<file path="config.mk">
export PLATFORM = sky130hd
export DESIGN_NAME = fwd_hazard_unit
export DESIGN_NICKNAME = d
export VERILOG_FILES = /design/src/rtl/fwd_hazard_unit.sv
export SDC_FILE = /design/constraint.sdc
export NUM_CORES = 1
export LEC_CHECK = 0
export CELL_PAD_IN_SITES_DETAIL_PLACEMENT = 0
export CELL_PAD_IN_SITES_GLOBAL_PLACEMENT = 1
export CORE_MARGIN = 2
export CORE_UTILIZATION = 40
export CTS_CLUSTER_SIZE = 12
export DETAILED_ROUTE_END_ITERATION = 12
export GPL_TIMING_DRIVEN = 0
export PLACE_DENSITY_LB_ADDON = 0.1
export SLEW_MARGIN = 20
export SYNTH_ARGS = -nofsm -noshare
export SYNTH_HDL_FRONTEND = slang
export SYNTH_SLANG_ARGS = --single-unit
</file>
<file path="constraint.sdc">
create_clock -name clk -period 6 [get_ports clk]
set_input_delay 0.6 -clock clk [delete_from_list [all_inputs] [get_ports clk]]
set_output_delay 0.6 -clock clk [all_outputs]
set_load 0.02 [all_outputs]
</file>
<file path="src/rtl/fwd_hazard_unit.sv">
// fwd_hazard_unit: registered operand forwarding, stall generation and multi-cycle slot tracking for a 5-stage pipeline
// Ports: clk/rst (async active-high); id_* decode-side instruction info; flush squashes ID;
// stall (combinational) holds PC/IF-ID and bubbles EX; fwd_a/fwd_b registered EX operand selects;
// md_busy/md_done/md_rd report the multi-cycle unit.
module fwd_hazard_unit #(
    parameter int REG_AW   = 4,
    parameter int MD_LAT   = 4,
    parameter bit ZERO_REG = 1'b1
) (
    input  logic              clk,
    input  logic              rst,
    input  logic              id_valid,
    input  logic [REG_AW-1:0] id_rs1,
    input  logic [REG_AW-1:0] id_rs2,
    input  logic              id_use1,
    input  logic              id_use2,
    input  logic [REG_AW-1:0] id_rd,
    input  logic              id_wen,
    input  logic [1:0]        id_kind,
    input  logic              flush,
    output logic              stall,
    output logic [1:0]        fwd_a,
    output logic [1:0]        fwd_b,
    output logic              md_busy,
    output logic              md_done,
    output logic [REG_AW-1:0] md_rd
);
    localparam int CW = $clog2(MD_LAT + 1);
    localparam logic [1:0] K_LOAD = 2'b01;
    localparam logic [1:0] K_MD   = 2'b10;
    logic              r_ex_v, r_ex_ld, r_mem_v;
    logic [REG_AW-1:0] r_ex_rd, r_mem_rd, r_md_rd;
    logic [CW-1:0]     r_cnt;
    logic [1:0]        r_fwd_a, r_fwd_b;
    logic              w_busy, w_lu, w_raw, w_waw, w_str, w_issue, w_md_issue;
    function automatic logic hit(input logic [REG_AW-1:0] src, input logic use_bit,
                                 input logic [REG_AW-1:0] rd, input logic v);
        return v && use_bit && src == rd && !(ZERO_REG && src == '0);
    endfunction
    // Newest producer wins: the multi-cycle result landing next cycle, then EX, then MEM.
    // WB needs no path since the regfile writes before it reads.
    function automatic logic [1:0] fsel(input logic [REG_AW-1:0] src, input logic use_bit);
        return (r_cnt == CW'(2) && hit(src, use_bit, r_md_rd, 1'b1)) ? 2'b11 :
               hit(src, use_bit, r_ex_rd, r_ex_v && !r_ex_ld)         ? 2'b01 :
               hit(src, use_bit, r_mem_rd, r_mem_v)                    ? 2'b10 : 2'b00;
    endfunction
    always_comb begin
        w_busy     = r_cnt != '0;
        w_lu       = r_ex_ld && (hit(id_rs1, id_use1, r_ex_rd, r_ex_v) ||
                                 hit(id_rs2, id_use2, r_ex_rd, r_ex_v));
        w_raw      = r_cnt > CW'(2) && (hit(id_rs1, id_use1, r_md_rd, 1'b1) ||
                                        hit(id_rs2, id_use2, r_md_rd, 1'b1));
        w_waw      = w_busy && id_wen && id_rd == r_md_rd && !(ZERO_REG && id_rd == '0);
        w_str      = r_cnt > CW'(1) && id_kind == K_MD;
        stall      = id_valid && !flush && (w_lu || w_raw || w_waw || w_str);
        w_issue    = id_valid && !flush && !stall;
        w_md_issue = w_issue && id_kind == K_MD;
    end
    always_ff @(posedge clk or posedge rst) begin
        if (rst) begin
            r_ex_v   <= 1'b0;
            r_ex_ld  <= 1'b0;
            r_ex_rd  <= '0;
            r_mem_v  <= 1'b0;
            r_mem_rd <= '0;
            r_md_rd  <= '0;
            r_cnt    <= '0;
            r_fwd_a  <= 2'b00;
            r_fwd_b  <= 2'b00;
        end else begin
            r_ex_v   <= w_issue && id_wen && id_kind != K_MD;
            r_ex_ld  <= w_issue && id_kind == K_LOAD;
            r_ex_rd  <= id_rd;
            r_mem_v  <= r_ex_v;
            r_mem_rd <= r_ex_rd;
            r_md_rd  <= w_md_issue ? id_rd : r_md_rd;
            // Reload takes priority so a MULDIV issued in the done cycle follows with no gap.
            r_cnt    <= w_md_issue ? CW'(MD_LAT) : w_busy ? r_cnt - CW'(1) : r_cnt;
            r_fwd_a  <= w_issue ? fsel(id_rs1, id_use1) : 2'b00;
            r_fwd_b  <= w_issue ? fsel(id_rs2, id_use2) : 2'b00;
        end
    end
    assign fwd_a   = r_fwd_a;
    assign fwd_b   = r_fwd_b;
    assign md_busy = w_busy;
    assign md_done = r_cnt == CW'(1);
    assign md_rd   = r_md_rd;
endmodule
</file>
==> flow_summary.json <==
{
  "start_util_pct": 41.5,
  "ys_ff_latch": 22,
  "seq_area_frac_synth_pct": 43.8,
  "port_buffers": 31,
  "num_io_pins": 32,
  "wl_um": 2620,
  "worstPathMaxFanout": 4,
  "final_util_pct": 54.3,
  "insertion_delay_ns": 0.30,
  "drtAntennaViolNets": 0,
  "via_per_inst": 4.86,
  "synth_area_leaders": "dfrtp_1 44%, xor2_1 10%, xnor2_1 9.1%",
  "crit_buf_inv": 2,
  "vias": 957,
  "gp_congestion": 0.767,
  "register_area_um2": 551,
  "critPathSlowestCell": "clkdlybuf4s50_1",
  "slowest_delay_ns": 0.54,
  "synth.top_cell.area_share_pct": 43.8,
  "fmax_mhz": 286,
  "dieArea_um2": 3600,
  "crit_family": "buffers and inverters",
  "cts_setup_buffers": 0,
  "dr.pass1.iters": 4,
  "synth_top_area_cell": "dfrtp_1",
  "synth_ff_type": "dfrtp_1",
  "die_height_um": 60.0,
  "power.density_nw_per_um2": 296,
  "cts_tree": "built",
  "drc": 0,
  "setup_violations": 0,
  "crit_type": "input pin to output pin",
  "cp-end-kind": "output pin",
  "syn_avg_cell_area_um2": 10.6,
  "synth.top_cells.by_count": "22 x dfrtp_1, 15 x xor2_1, 13 x xnor2_1, 8 x nand3_1, 7 x nor2_1",
  "drive_gt1_share_pct": 7.19,
  "fill_cells": 278,
  "synth.most_common_cell": "dfrtp_1",
  "cts_buffers": 3,
  "slew_headroom_pct": 43.7,
  "required_ns": 5.40,
  "gr-total-overflow": 0,
  "synthDistinctLibCells": 29,
  "synth_warnings": 0,
  "grt_usage_pct": 16.6,
  "syn_inst": 119,
  "area_growth_pct": 30.9,
  "h-tree-depth": 1,
  "syn-num-nets": 144,
  "fin_crit_ns": 3.50,
  "path_cells": "clkdlybuf4s50_1, o41a_1, nand3_1, nor4_1, o21a_1, o31a_1, clkdlybuf4s50_1",
  "antenna_cells": 0,
  "period_share_pct": 58.3,
  "netlist_area_um2": 1260,
  "drt_iter0_markers": 20,
  "grt_pass1_wl_um": 4360,
  "finalHoldViolCount": 0,
  "wl_per_cell_um": 13.3,
  "min_delay_path_depth": 0,
  "reg2reg_depth": 8,
  "row_count": 20,
  "antenna_found_initial": 0,
  "pre_cts_ws_ns": 2.47,
  "grt_pass1_vias": 929,
  "chipWidth_um": 60.0,
  "total_power_mw": 0.486,
  "final.setup_skew_ns": 0.00306,
  "vdd_drop_max_uv": 169,
  "ff2ff_setup_slack_ns": 3.71,
  "nets": 180,
  "hpwl_um": 2120,
  "drv_cap": 0,
  "min_from": "r_ex_v$_DFF_PP0_",
  "rsz0062_at_grt": "false",
  "hold_end": "r_mem_v$_DFF_PP0_",
  "synth_enable_flop_cells": 0,
  "worstPathArrival_ns": 2.90,
  "grt_max_degree": 23,
  "outcome": "completed",
  "r2r_end": "md_rd[1]$_DFFE_PP0P_",
  "worstHoldPathType": "flip-flop to flip-flop",
  "cts_resized": 0,
  "holdWs_ns": 0.436,
  "coreArea_um2": 3030,
  "clk_pin_slew_ns": 0.12,
  "multiInputGateArea_um2": 678,
  "clock_sinks": 22,
  "fin_setup_tns_ns": 0,
  "p_leak_nw": 0.654,
  "rr_startpoint": "r_cnt[1]$_DFFE_PP0P_",
  "setup_slack_ns": 2.50,
  "clk_path_buf_depth": 2,
  "crit_top_cell": "clkdlybuf4s50_1",
  "hold_buffers": 0,
  "cp-start-kind": "input pin",
  "worstMarginPinSlew_ns": 0.844,
  "synthArstFlopShare_pct": 100,
  "slew_violations": 0,
  "cts_root_buf": "clkbuf_4"
}
[through the flow]
step           std cells  cell area (um2)
6_report             197             1640
3_5_place_dp         194             1620
2_1_floorplan        119             1260
4_1_cts              197             1640
3_3_place_gp         194             1620
5_1_grt              197             1640
[flip-flops by register name (all words and copies together) (netlist names), 2 cells and up]
register and count:
fwd_a 2, fwd_b 2, md_rd 4, r_cnt 3, r_ex_rd 4, r_mem_rd 4
[worst max path at each step]
stage / from / to / cells past startpoint
after global routing: id_rs1[0] / stall / 7
after global placement: id_rs2[1] / stall / 7
final: id_rs2[1] / stall / 7
after CTS: id_rs2[1] / stall / 7
after detailed placement: id_rs2[1] / stall / 7
after floorplan: md_rd[0]$_DFFE_PP0P_ / stall / 6
[placed cells by master, fill, tap and decap left out, types with 4 or more instances in the layout]
master	n
nand3_1	8
nor2b_1	4
xor2_1	15
ha_1	4
dfrtp_1	22
a21oi_1	6
nand2_1	5
nor2_1	7
clkdlybuf4s50_1	31
mux2_2	4
xnor2_1	13
inv_1	4
[report_power, final]
group,leakage [nW],switching [mW],total (mW),internal [mW]
logic,0.366,0.108,0.217,0.109
registers,0.274,0.0293,0.202,0.173
clock network,0.0138,0.0431,0.0664,0.0234
total,0.654,0.180,0.486,0.306
[cell families after synthesis]
| kind of cell | share of synthesized area, % |
|---|---|
| compound gates | 8.86 |
| xor+xnor | 19.5 |
| fa+ha+maj | 3.98 |
| buf+inv | 2.19 |
| flops | 43.8 |
| mux | 3.59 |
| simple gates | 18.0 |
[per-layer routing]
layer	track usage, %	share of wire, %
met5	0	0
met4	5.71	0.65
met3	1.95	4.2
met2	28.4	49
met1	21.4	46
[area by class of cell]
cell class / count / share of cell area (%)
repair buffers: 31 / 18.9
flip-flops and latches: 22 / 33.5
inverters: 4 / 0.913
well taps: 44 / 3.35
plain buffers: 3 / 0.761
clock buffers: 3 / 1.37
multi-input cells: 90 / 41.2
(Power assumes the default switching activity.)
